`src/rtl/fetch_unit_pkg.sv`:
```
// Shared definitions for the fetch stage: FSM encoding, reset PC default and the
// instruction field slices that the register file decodes.
package fetch_unit_pkg;

  typedef enum logic [1:0] {
    StIdle = 2'd0,
    StReq  = 2'd1,
    StHold = 2'd2,
    StDrop = 2'd3
  } fetch_state_e;

  localparam logic [15:0] RESET_PC_DEFAULT = 16'h0000;

  localparam int unsigned INSTR_FIELD_W  = 3;
  localparam int unsigned INSTR_DEST_LSB = 9;
  localparam int unsigned INSTR_SRC0_LSB = 6;
  localparam int unsigned INSTR_SRC1_LSB = 3;

  function automatic logic [INSTR_FIELD_W-1:0] instr_dest(input logic [15:0] word);
    return word[INSTR_DEST_LSB +: INSTR_FIELD_W];
  endfunction

  function automatic logic [INSTR_FIELD_W-1:0] instr_src0(input logic [15:0] word);
    return word[INSTR_SRC0_LSB +: INSTR_FIELD_W];
  endfunction

  function automatic logic [INSTR_FIELD_W-1:0] instr_src1(input logic [15:0] word);
    return word[INSTR_SRC1_LSB +: INSTR_FIELD_W];
  endfunction

endpackage

```
`src/rtl/fetch_unit_if.sv`:
```
// Instruction-memory req/ack bus between the fetch stage (master) and imem (slave).
interface fetch_unit_if #(
  parameter int unsigned ADDR_WIDTH  = 16,
  parameter int unsigned INSTR_WIDTH = 16
);
  logic                   imem_req;
  logic [ADDR_WIDTH-1:0]  imem_addr;
  logic                   imem_ack;
  logic [INSTR_WIDTH-1:0] imem_rdata;

  modport master (
    output imem_req,
    output imem_addr,
    input  imem_ack,
    input  imem_rdata
  );

  modport slave (
    input  imem_req,
    input  imem_addr,
    output imem_ack,
    output imem_rdata
  );
endinterface

```
`src/rtl/fetch_unit_pc_counter.sv`:
```
// Program counter register: load has priority over increment, increment wraps modulo 2^AddrWidth.
module fetch_unit_pc_counter #(
  parameter int unsigned         AddrWidth = 16,
  parameter logic [AddrWidth-1:0] ResetPc  = '0
) (
  input  logic                 clk_i,
  input  logic                 rst_ni,
  input  logic                 load_i,
  input  logic [AddrWidth-1:0] load_val_i,
  input  logic                 inc_i,
  output logic [AddrWidth-1:0] pc_o
);

  logic [AddrWidth-1:0] pc_d, pc_q;

  always_comb begin
    pc_d = pc_q;
    if (load_i) begin
      pc_d = load_val_i;
    end else if (inc_i) begin
      pc_d = pc_q + AddrWidth'(1);
    end
  end

  always_ff @(posedge clk_i or negedge rst_ni) begin
    if (!rst_ni) begin
      pc_q <= ResetPc;
    end else begin
      pc_q <= pc_d;
    end
  end

  assign pc_o = pc_q;

endmodule

```
`src/rtl/fetch_unit.sv`:
```
// Instruction fetch stage: one outstanding imem request, instruction register with stall
// back-pressure and branch redirect. All outputs come straight from flops.
module fetch_unit
  import fetch_unit_pkg::*;
#(
  parameter int unsigned          ADDR_WIDTH  = 16,
  parameter int unsigned          INSTR_WIDTH = 16,
  parameter logic [ADDR_WIDTH-1:0] RESET_PC   = ADDR_WIDTH'(RESET_PC_DEFAULT)
) (
  input  logic                   clk,
  input  logic                   reset,
  fetch_unit_if.master           imem,
  input  logic                   stall,
  input  logic                   branch_en,
  input  logic [ADDR_WIDTH-1:0]  branch_target,
  output logic [INSTR_WIDTH-1:0] instr,
  output logic                   instr_valid,
  output logic [ADDR_WIDTH-1:0]  instr_pc
);

  fetch_state_e           state_d, state_q;
  logic                   req_d, req_q;
  logic [ADDR_WIDTH-1:0]  addr_d, addr_q;
  logic [INSTR_WIDTH-1:0] instr_d, instr_q;
  logic                   valid_d, valid_q;
  logic [ADDR_WIDTH-1:0]  instr_pc_d, instr_pc_q;
  logic [ADDR_WIDTH-1:0]  tgt_d, tgt_q;

  logic                   pc_load;
  logic                   pc_inc;
  logic [ADDR_WIDTH-1:0]  pc_load_val;
  logic [ADDR_WIDTH-1:0]  pc;

  fetch_unit_pc_counter #(
    .AddrWidth (ADDR_WIDTH),
    .ResetPc   (RESET_PC)
  ) u_pc_counter (
    .clk_i      (clk),
    .rst_ni     (reset),
    .load_i     (pc_load),
    .load_val_i (pc_load_val),
    .inc_i      (pc_inc),
    .pc_o       (pc)
  );

  always_comb begin
    state_d     = state_q;
    req_d       = req_q;
    addr_d      = addr_q;
    instr_d     = instr_q;
    valid_d     = valid_q;
    instr_pc_d  = instr_pc_q;
    tgt_d       = tgt_q;
    pc_load     = 1'b0;
    pc_inc      = 1'b0;
    pc_load_val = branch_target;

    case (state_q)
      StIdle: begin
        state_d = StReq;
        req_d   = 1'b1;
        if (branch_en) begin
          pc_load = 1'b1;
          addr_d  = branch_target;
        end else begin
          addr_d  = pc;
        end
      end
      StReq: begin
        if (imem.imem_ack) begin
          if (branch_en) begin
            // Word arrived for a path we just left: drop it and reissue at the target.
            pc_load = 1'b1;
            addr_d  = branch_target;
          end else begin
            instr_d    = imem.imem_rdata;
            instr_pc_d = pc;
            valid_d    = 1'b1;
            pc_inc     = 1'b1;
            req_d      = 1'b0;
            state_d    = StHold;
          end
        end else if (branch_en) begin
          // Address must stay stable until ack, so park the target and wait.
          tgt_d   = branch_target;
          state_d = StDrop;
        end
      end
      StHold: begin
        if (branch_en) begin
          valid_d = 1'b0;
          pc_load = 1'b1;
          addr_d  = branch_target;
          req_d   = 1'b1;
          state_d = StReq;
        end else if (!stall) begin
          valid_d = 1'b0;
          addr_d  = pc;
          req_d   = 1'b1;
          state_d = StReq;
        end
      end
      StDrop: begin
        if (imem.imem_ack) begin
          pc_load     = 1'b1;
          pc_load_val = branch_en ? branch_target : tgt_q;
          addr_d      = pc_load_val;
          req_d       = 1'b1;
          state_d     = StReq;
        end else if (branch_en) begin
          tgt_d = branch_target;
        end
      end
      default: state_d = StIdle;
    endcase
  end

  always_ff @(posedge clk or negedge reset) begin
    if (!reset) begin
      state_q    <= StIdle;
      req_q      <= 1'b0;
      addr_q     <= RESET_PC;
      instr_q    <= '0;
      valid_q    <= 1'b0;
      instr_pc_q <= '0;
      tgt_q      <= '0;
    end else begin
      state_q    <= state_d;
      req_q      <= req_d;
      addr_q     <= addr_d;
      instr_q    <= instr_d;
      valid_q    <= valid_d;
      instr_pc_q <= instr_pc_d;
      tgt_q      <= tgt_d;
    end
  end

  assign imem.imem_req  = req_q;
  assign imem.imem_addr = addr_q;
  assign instr          = instr_q;
  assign instr_valid    = valid_q;
  assign instr_pc       = instr_pc_q;

endmodule

```
`src/flat_wrapper.sv`:
```
// flat-port wrapper written by rule: the top's interface ports become plain ports
module fetch_unit_flat import fetch_unit_pkg::*;
#(
  parameter int unsigned          ADDR_WIDTH  = 16,
  parameter int unsigned          INSTR_WIDTH = 16,
  parameter logic [ADDR_WIDTH-1:0] RESET_PC   = ADDR_WIDTH'(RESET_PC_DEFAULT)
)
  (clk, reset, stall, branch_en, branch_target, instr, instr_valid, instr_pc, imem_imem_req, imem_imem_addr, imem_imem_ack, imem_imem_rdata);
  fetch_unit_if #(.ADDR_WIDTH(ADDR_WIDTH), .INSTR_WIDTH(INSTR_WIDTH)) imem_i ();
  input  logic clk;
  input  logic reset;
  input  logic stall;
  input  logic branch_en;
  input  logic [ADDR_WIDTH-1:0] branch_target;
  output logic [INSTR_WIDTH-1:0] instr;
  output logic instr_valid;
  output logic [ADDR_WIDTH-1:0] instr_pc;
  output wire logic [$bits(imem_i.imem_req)-1:0] imem_imem_req;
  output wire logic [$bits(imem_i.imem_addr)-1:0] imem_imem_addr;
  input wire logic [$bits(imem_i.imem_ack)-1:0] imem_imem_ack;
  input wire logic [$bits(imem_i.imem_rdata)-1:0] imem_imem_rdata;
  assign imem_imem_req = imem_i.imem_req;
  assign imem_imem_addr = imem_i.imem_addr;
  assign imem_i.imem_ack = imem_imem_ack;
  assign imem_i.imem_rdata = imem_imem_rdata;
  fetch_unit #(.ADDR_WIDTH(ADDR_WIDTH), .INSTR_WIDTH(INSTR_WIDTH), .RESET_PC(RESET_PC)) u_core (.clk(clk), .reset(reset), .imem(imem_i), .stall(stall), .branch_en(branch_en), .branch_target(branch_target), .instr(instr), .instr_valid(instr_valid), .instr_pc(instr_pc));
endmodule
```
`config.mk`:
```
export PLATFORM = sky130hd
export DESIGN_NAME = fetch_unit_flat
export DESIGN_NICKNAME = d
export VERILOG_FILES = /design/src/rtl/fetch_unit_pkg.sv /design/src/rtl/fetch_unit_if.sv /design/src/rtl/fetch_unit_pc_counter.sv /design/src/rtl/fetch_unit.sv /design/src/flat_wrapper.sv
export SDC_FILE = /design/constraint.sdc
export NUM_CORES = 1
export LEC_CHECK = 0
export BUFFER_PORTS_ARGS = -buffer_cell sky130_fd_sc_hd__clkbuf_2
export CAP_MARGIN = 20
export CORE_MARGIN = 1
export CORE_UTILIZATION = 50
export CTS_CLUSTER_SIZE = 20
export DETAILED_ROUTE_END_ITERATION = 8
export PLACE_DENSITY = 0.75
export SYNTH_ARGS = -nofsm -noshare
export SYNTH_HDL_FRONTEND = slang
export SYNTH_SLANG_ARGS = --single-unit
```
`constraint.sdc`:
```
create_clock -name clk -period 1.85 [get_ports clk]
set_input_delay 0.555 -clock clk [delete_from_list [all_inputs] [get_ports clk]]
set_output_delay 0.555 -clock clk [all_outputs]
set_load 0.1 [all_outputs]
```
# After elaboration in Yosys (flattened, before gate mapping)
# Index checks and enable logic that the tools add are counted.
word_totals:
  input_bits: 37
  output_inout_bits: 50
  regBits: 84
op_classes:
  n_bitwise: 2
  reduce_logical: 11
  add_sub_neg: 1
  n_eq_ne: 10
  n_mux: 37
op_table:
  columns: ["operator", "count"]
  rows:
  - ["2-to-1 mux 16 bit", 11]
  - ["one-hot mux 16 bit (4 select lines)", 1]
  - ["adder 16 x 1 -> 16 bit, second input constant", 1]
  - ["AND reduction 4 bit", 4]
  - ["2-to-1 mux 1 bit", 15]
  - ["2-to-1 mux 2 bit", 6]
  - ["!= test 3 bit, second input constant", 3]
  - ["!= test 2 bit, second input constant", 4]
  - ["one-hot mux 2 bit (4 select lines)", 1]
  - ["== test 2 bit, second input constant", 2]
  - ["one-hot mux 1 bit (4 select lines)", 1]
  - ["nonzero test 2 bit", 2]
  - ["OR reduction 2 bit", 2]
  - ["one-hot mux 1 bit (3 select lines)", 1]
  - ["AND reduction 3 bit", 1]
  - ["== test 2 x 1 -> 1 bit, second input constant", 1]
  - ["zero test 2 bit", 1]
  - ["inverter 1 bit", 2]
  - ["one-hot mux 1 bit (2 select lines)", 1]
  - ["AND reduction 2 bit", 1]

# Longest topological paths before layout
logic_depth:
  ltp_word: 5
  mapped_depth: 7
  depth_no_buf: 5

# Hierarchy
# From an unflattened synthesis, not the netlist that was laid out.
hier_totals:
  cells_unflattened: 341
  hier_area_um2: 4137.7
modules_own_cells:
  columns: ["mod", "n_inst", "cells_per_inst", "seq_area_each_um2", "area_per_inst_um2"]
  rows:
  - ["fetch_unit", 1, 246, 1701.6, 3208.1]
  - ["fetch_unit_pc_counter", 1, 95, 400.4, 929.6]

# Least setup slack after synthesis
# Ideal clock, no wire load.
synth_path:
  path_kind: "input-to-reg"
  from: "in imem_imem_ack"
  to: "reg u_core.u_pc_counter.pc_q[8] (netlist: u_core.u_pc_counter.pc_o[8])"
  stages: 5
  t_arrival_ns: 1.620
  path_slack_ns: 0.144
  required_ns: 1.763
  setup_ns: 0.087
  path_cell_list: "buf_6 -> nand4bb_1 -> buf_6 -> or4_2 -> o211ai_1"
synth_between:
  elab_chain_len: 3
  elab_cells_between_ends: 9
  classes_between: "mux (8); reduce/logical (1)"
synth_rtl:
  columns: ["element", "line", "rtl"]
  rows:
  - ["start: declaration", "flat_wrapper.sv:20", "input wire logic [$bits(imem_i.imem_ack)-1:0] imem_imem_ack;"]
  - ["2-to-1 mux 1 bit, or another cell as far along", "fetch_unit.sv:104", "if (imem.imem_ack) begin"]
  - ["one-hot mux 1 bit (3 select lines), or another cell as far along", "fetch_unit.sv:58", "case (state_q)"]
  - ["2-to-1 mux 16 bit / nonzero test 2 bit (equally long branches)", null, null]
  - ["end signal: assignment", "fetch_unit_pc_counter.sv:27", "pc_q <= ResetPc;"]
  - ["end signal: assignment", "fetch_unit_pc_counter.sv:29", "pc_q <= pc_d;"]
  - ["end: declaration", "fetch_unit_pc_counter.sv:14", "logic [AddrWidth-1:0] pc_d, pc_q;"]
# Parallel ways exist; a longest one is shown, timed or not.
# A chain may end at the register's enable or synchronous reset.

# Worst setup path after layout
layout_path:
  from: "reg u_core.valid_q (netlist: u_core.instr_valid)"
  to: "out instr_valid"
layout_rtl:
  columns: ["element", "line", "rtl"]
  rows:
  - ["start: declaration", "fetch_unit.sv:25", "logic valid_d, valid_q;"]
  - ["start signal: assignment", "fetch_unit.sv:132", "valid_q <= valid_d;"]
  - ["end: declaration", "flat_wrapper.sv:16", "output logic instr_valid;"]
# No word-level cell between the ends.

==> metrics <==
Max Clock Skew 5.116 ps; Rows 32; Clock Latency Late Sink roughly 360 ps; Critical Path Slowest Stage Cell clkbuf_2; port bufs between 80 and 90; dpl ws about 16 ps; FF-to-FF path depth 4; pin count of the biggest net entering global routing 36; first-pass GRT wire length roughly 16,000 um; Top FF cell, synth dfrtp_1; Placer Congestion roughly 0.85; Sw Pwr about 0.0040 W; Ports just under 90; hold_buf cts 0; post-synthesis sequential area ratio 0.5072; max-cap viol count 0; vias 3,509; GRT Residual Overflow 0; initial core utilization 0.5254; Reg2Reg Setup Slack approximately 130 ps; fin. max-slew vios 0; Worst Path Arrival approximately 1200 ps; initial drt markers between 200 and 250; Post-synth EDFFs 0; register area approximately 2100 sq um; DIE HEIGHT 93.04 um; Fin. Hold Viols 0; Slew @ Worst Pin ~550 ps; clock sink total 84; PwrDens around 1600 nW/um^2; Syn Nets 452; post-CTS setup buffer count 0; RR Startpoint u_core.u_pc_counter.pc_o[6]; Peak VDD IR roughly 0.90 mV; initial antenna violation count 0; Worst setup SP type register; Setup crit end kind primary output; Lkg Pwr 2.488 nW; DRT Pass-1 Iters 5; worst path bufs/invs 1; min cycle time layout ~1800 ps; total CTS buffers 9; area of the multi-input gates between 1500 and 2000 sq um; Tcrit/Tclk final 0.9497; Final ANT Viol Nets 0; Critical R2R Capture u_core.u_pc_counter.pc_o[11]; post-synthesis cell type count 54; final net count between 500 and 600; CTS tree built; ys async rst share 1.000; CTS root buf clkbuf_8; Placed Cells 602; final setup fails 0; clock transition at the registers of the reported paths about 80 ps; core area 7888 sq um; die area 8656 sq um; CP peak stage delay 470 ps; sequential power share 0.332; Routed WL approximately 10000 um; share of cells above drive strength 1 0.3178; Tightest Hold Check Type in -> async; vias in the first global route 3,334; YS warnings 0; Gate Count Post-Synth about 410; diode count 0; Clock power frac 0.199; switching share of total power 0.5049; critical path's top delay family buffers and inverters; DP HPWL ~7000 um; max_slew headroom 0.6327; Avg Inst Size Synth around 10 sq um; Layout area overhead 22.61%; fill count between 600 and 700; Int Pwr ~0.004 W; outcome finished clean; commonest non-fill, non-tap cell in the layout nand2_1; H-tree Lvls 3; Mapped Area 4144 sq um; Hold WS 134.8 ps; Worst Path Required approximately 1300 ps; final worst setup slack approximately 93 ps; vias per inst 5.678; Residual DRC 0; Die X about 93 um; Final Total Pwr roughly 0.0079 W; worst-path maximum fanout 3; WL/cell 15.94 um; Final Non-Filler Cells between 600 and 700; RSZ-0062 raised after global routing no; FMAX approximately 570 MHz; CP Class reg -> out; critical-path cell list clkbuf_2; Logic pwr share 0.469; post-synthesis register bit count between 80 and 90; most frequent cells in the layout 102 x nand2_1, 85 x clkbuf_2, 84 x dfrtp_1; Setup TNS Final 0 ps; Clock Tree Buf Depth 2; Tot GR Track Use 0.2405
[flip-flops by register name, summed over array words and instances (netlist names)]
register / flops
u_core.imem.imem_addr: 16
u_core.imem.imem_req: 1
u_core.instr: 16
u_core.instr_pc: 16
u_core.instr_valid: 1
u_core.state_q: 2
u_core.tgt_q: 16
u_core.u_pc_counter.pc_o: 16
[worst reg2reg max path, stage by stage (launching register included)]
cell     delay [ps]
dfrtp_1         500
nand4_4         220
or3_1           430
a21o_1          180
a211o_1         280
[cells in the mapped netlist, types with 2 or more instances]
library cell | instances | area, sq um
o21ai_0 | 30 | 150.1
a21o_1 | 3 | 22.52
nor2_1 | 7 | 26.28
dfrtp_1 | 84 | 2102
nor4_1 | 3 | 18.77
a21oi_1 | 7 | 35.03
o221ai_1 | 8 | 70.07
o211ai_1 | 3 | 22.52
o22a_1 | 11 | 96.34
mux2_2 | 21 | 236.5
o22ai_1 | 12 | 75.07
nand2_1 | 102 | 382.9
mux2i_1 | 17 | 170.2
nand3b_1 | 2 | 15.01
buf_1 | 3 | 11.26
inv_1 | 5 | 18.77
buf_4 | 2 | 15.01
o21a_1 | 2 | 15.01
nor3_1 | 4 | 20.02
a22oi_1 | 3 | 22.52
nand2b_1 | 3 | 18.77
xnor2_1 | 5 | 43.79
nand3_1 | 5 | 25.02
buf_6 | 5 | 56.30
nand4_1 | 4 | 25.02
nor2b_1 | 5 | 31.28
buf_2 | 9 | 45.04
clkbuf_1 | 12 | 45.04
o31ai_1 | 12 | 90.09
[what timing repair did]
action                     4_1_cts  5_1_grt
hold endpoints to repair         0        0
gates resized for setup          0        1
setup endpoints to repair        0        1
[how the worst max path moves through the flow]
stage,slack (ps),to,cells past startpoint,startpoint
3_3_place_gp,70,u_core.imem.imem_addr[15],5,branch_en
6_report,90,instr_valid,1,u_core.instr_valid
5_1_grt,4,u_core.u_pc_counter.pc_o[14],5,u_core.u_pc_counter.pc_o[1]
2_1_floorplan,140,u_core.u_pc_counter.pc_o[8],5,imem_imem_ack
3_5_place_dp,20,u_core.u_pc_counter.pc_o[0],6,branch_en
4_1_cts,80,imem_imem_req,1,u_core.imem.imem_req
[routing by layer]
metal,global-route usage,up-vias,wire (um)
met5,0,-,0
met2,0.3548,152,4343
met1,0.3532,1680,4651
met4,0.06154,0,93
met3,0.06260,9,760
li1,-,1668,-
[cell type report]
| type | instances | area share |
|---|---|---|
| flip-flops and latches | 84 | 0.4137 |
| multi-input cells | 293 | 0.3654 |
| well taps | 102 | 0.02512 |
| inverters | 5 | 0.003694 |
| repair buffers | 118 | 0.1448 |
| clock inverters | 6 | 0.02216 |
| clock buffers | 10 | 0.02512 |
[cells by family (layout without fill, tap and decap cells)]
kind of cell               count (synthesis)  after routing  synth area share
AOI/OAI and AO/OA                        102            102            0.1670
xor gates and xnor gates                   6              6           0.01268
adders and majority gates                  1              1          0.003019
buffers and inverters                     37            139           0.05102
DFF                                       84             84            0.5072
muxes                                     38             38           0.09813
and+or+nand+nor                          146            146            0.1609
[power groups by stage]
stage	clock (W)	sequential [W]	combinational, W
6_report	0.00157	0.00262	0.00370
5_1_grt	0.00165	0.00268	0.00388
4_1_cts	0.00160	0.00261	0.00371
3_5_place_dp	0	0.00265	0.00370
3_3_place_gp	0	0.00263	0.00365
2_1_floorplan	0	0.00479	0.000829
[through the flow]
stage,area (sq um),utilization
global placement,4835,0.6129
finish,5081,0.6442
detailed placement,4835,0.6129
CTS,5075,0.6434
global route,5081,0.6442
floorplan,4144,-
Note: power is estimated with default switching activity, not from simulation.
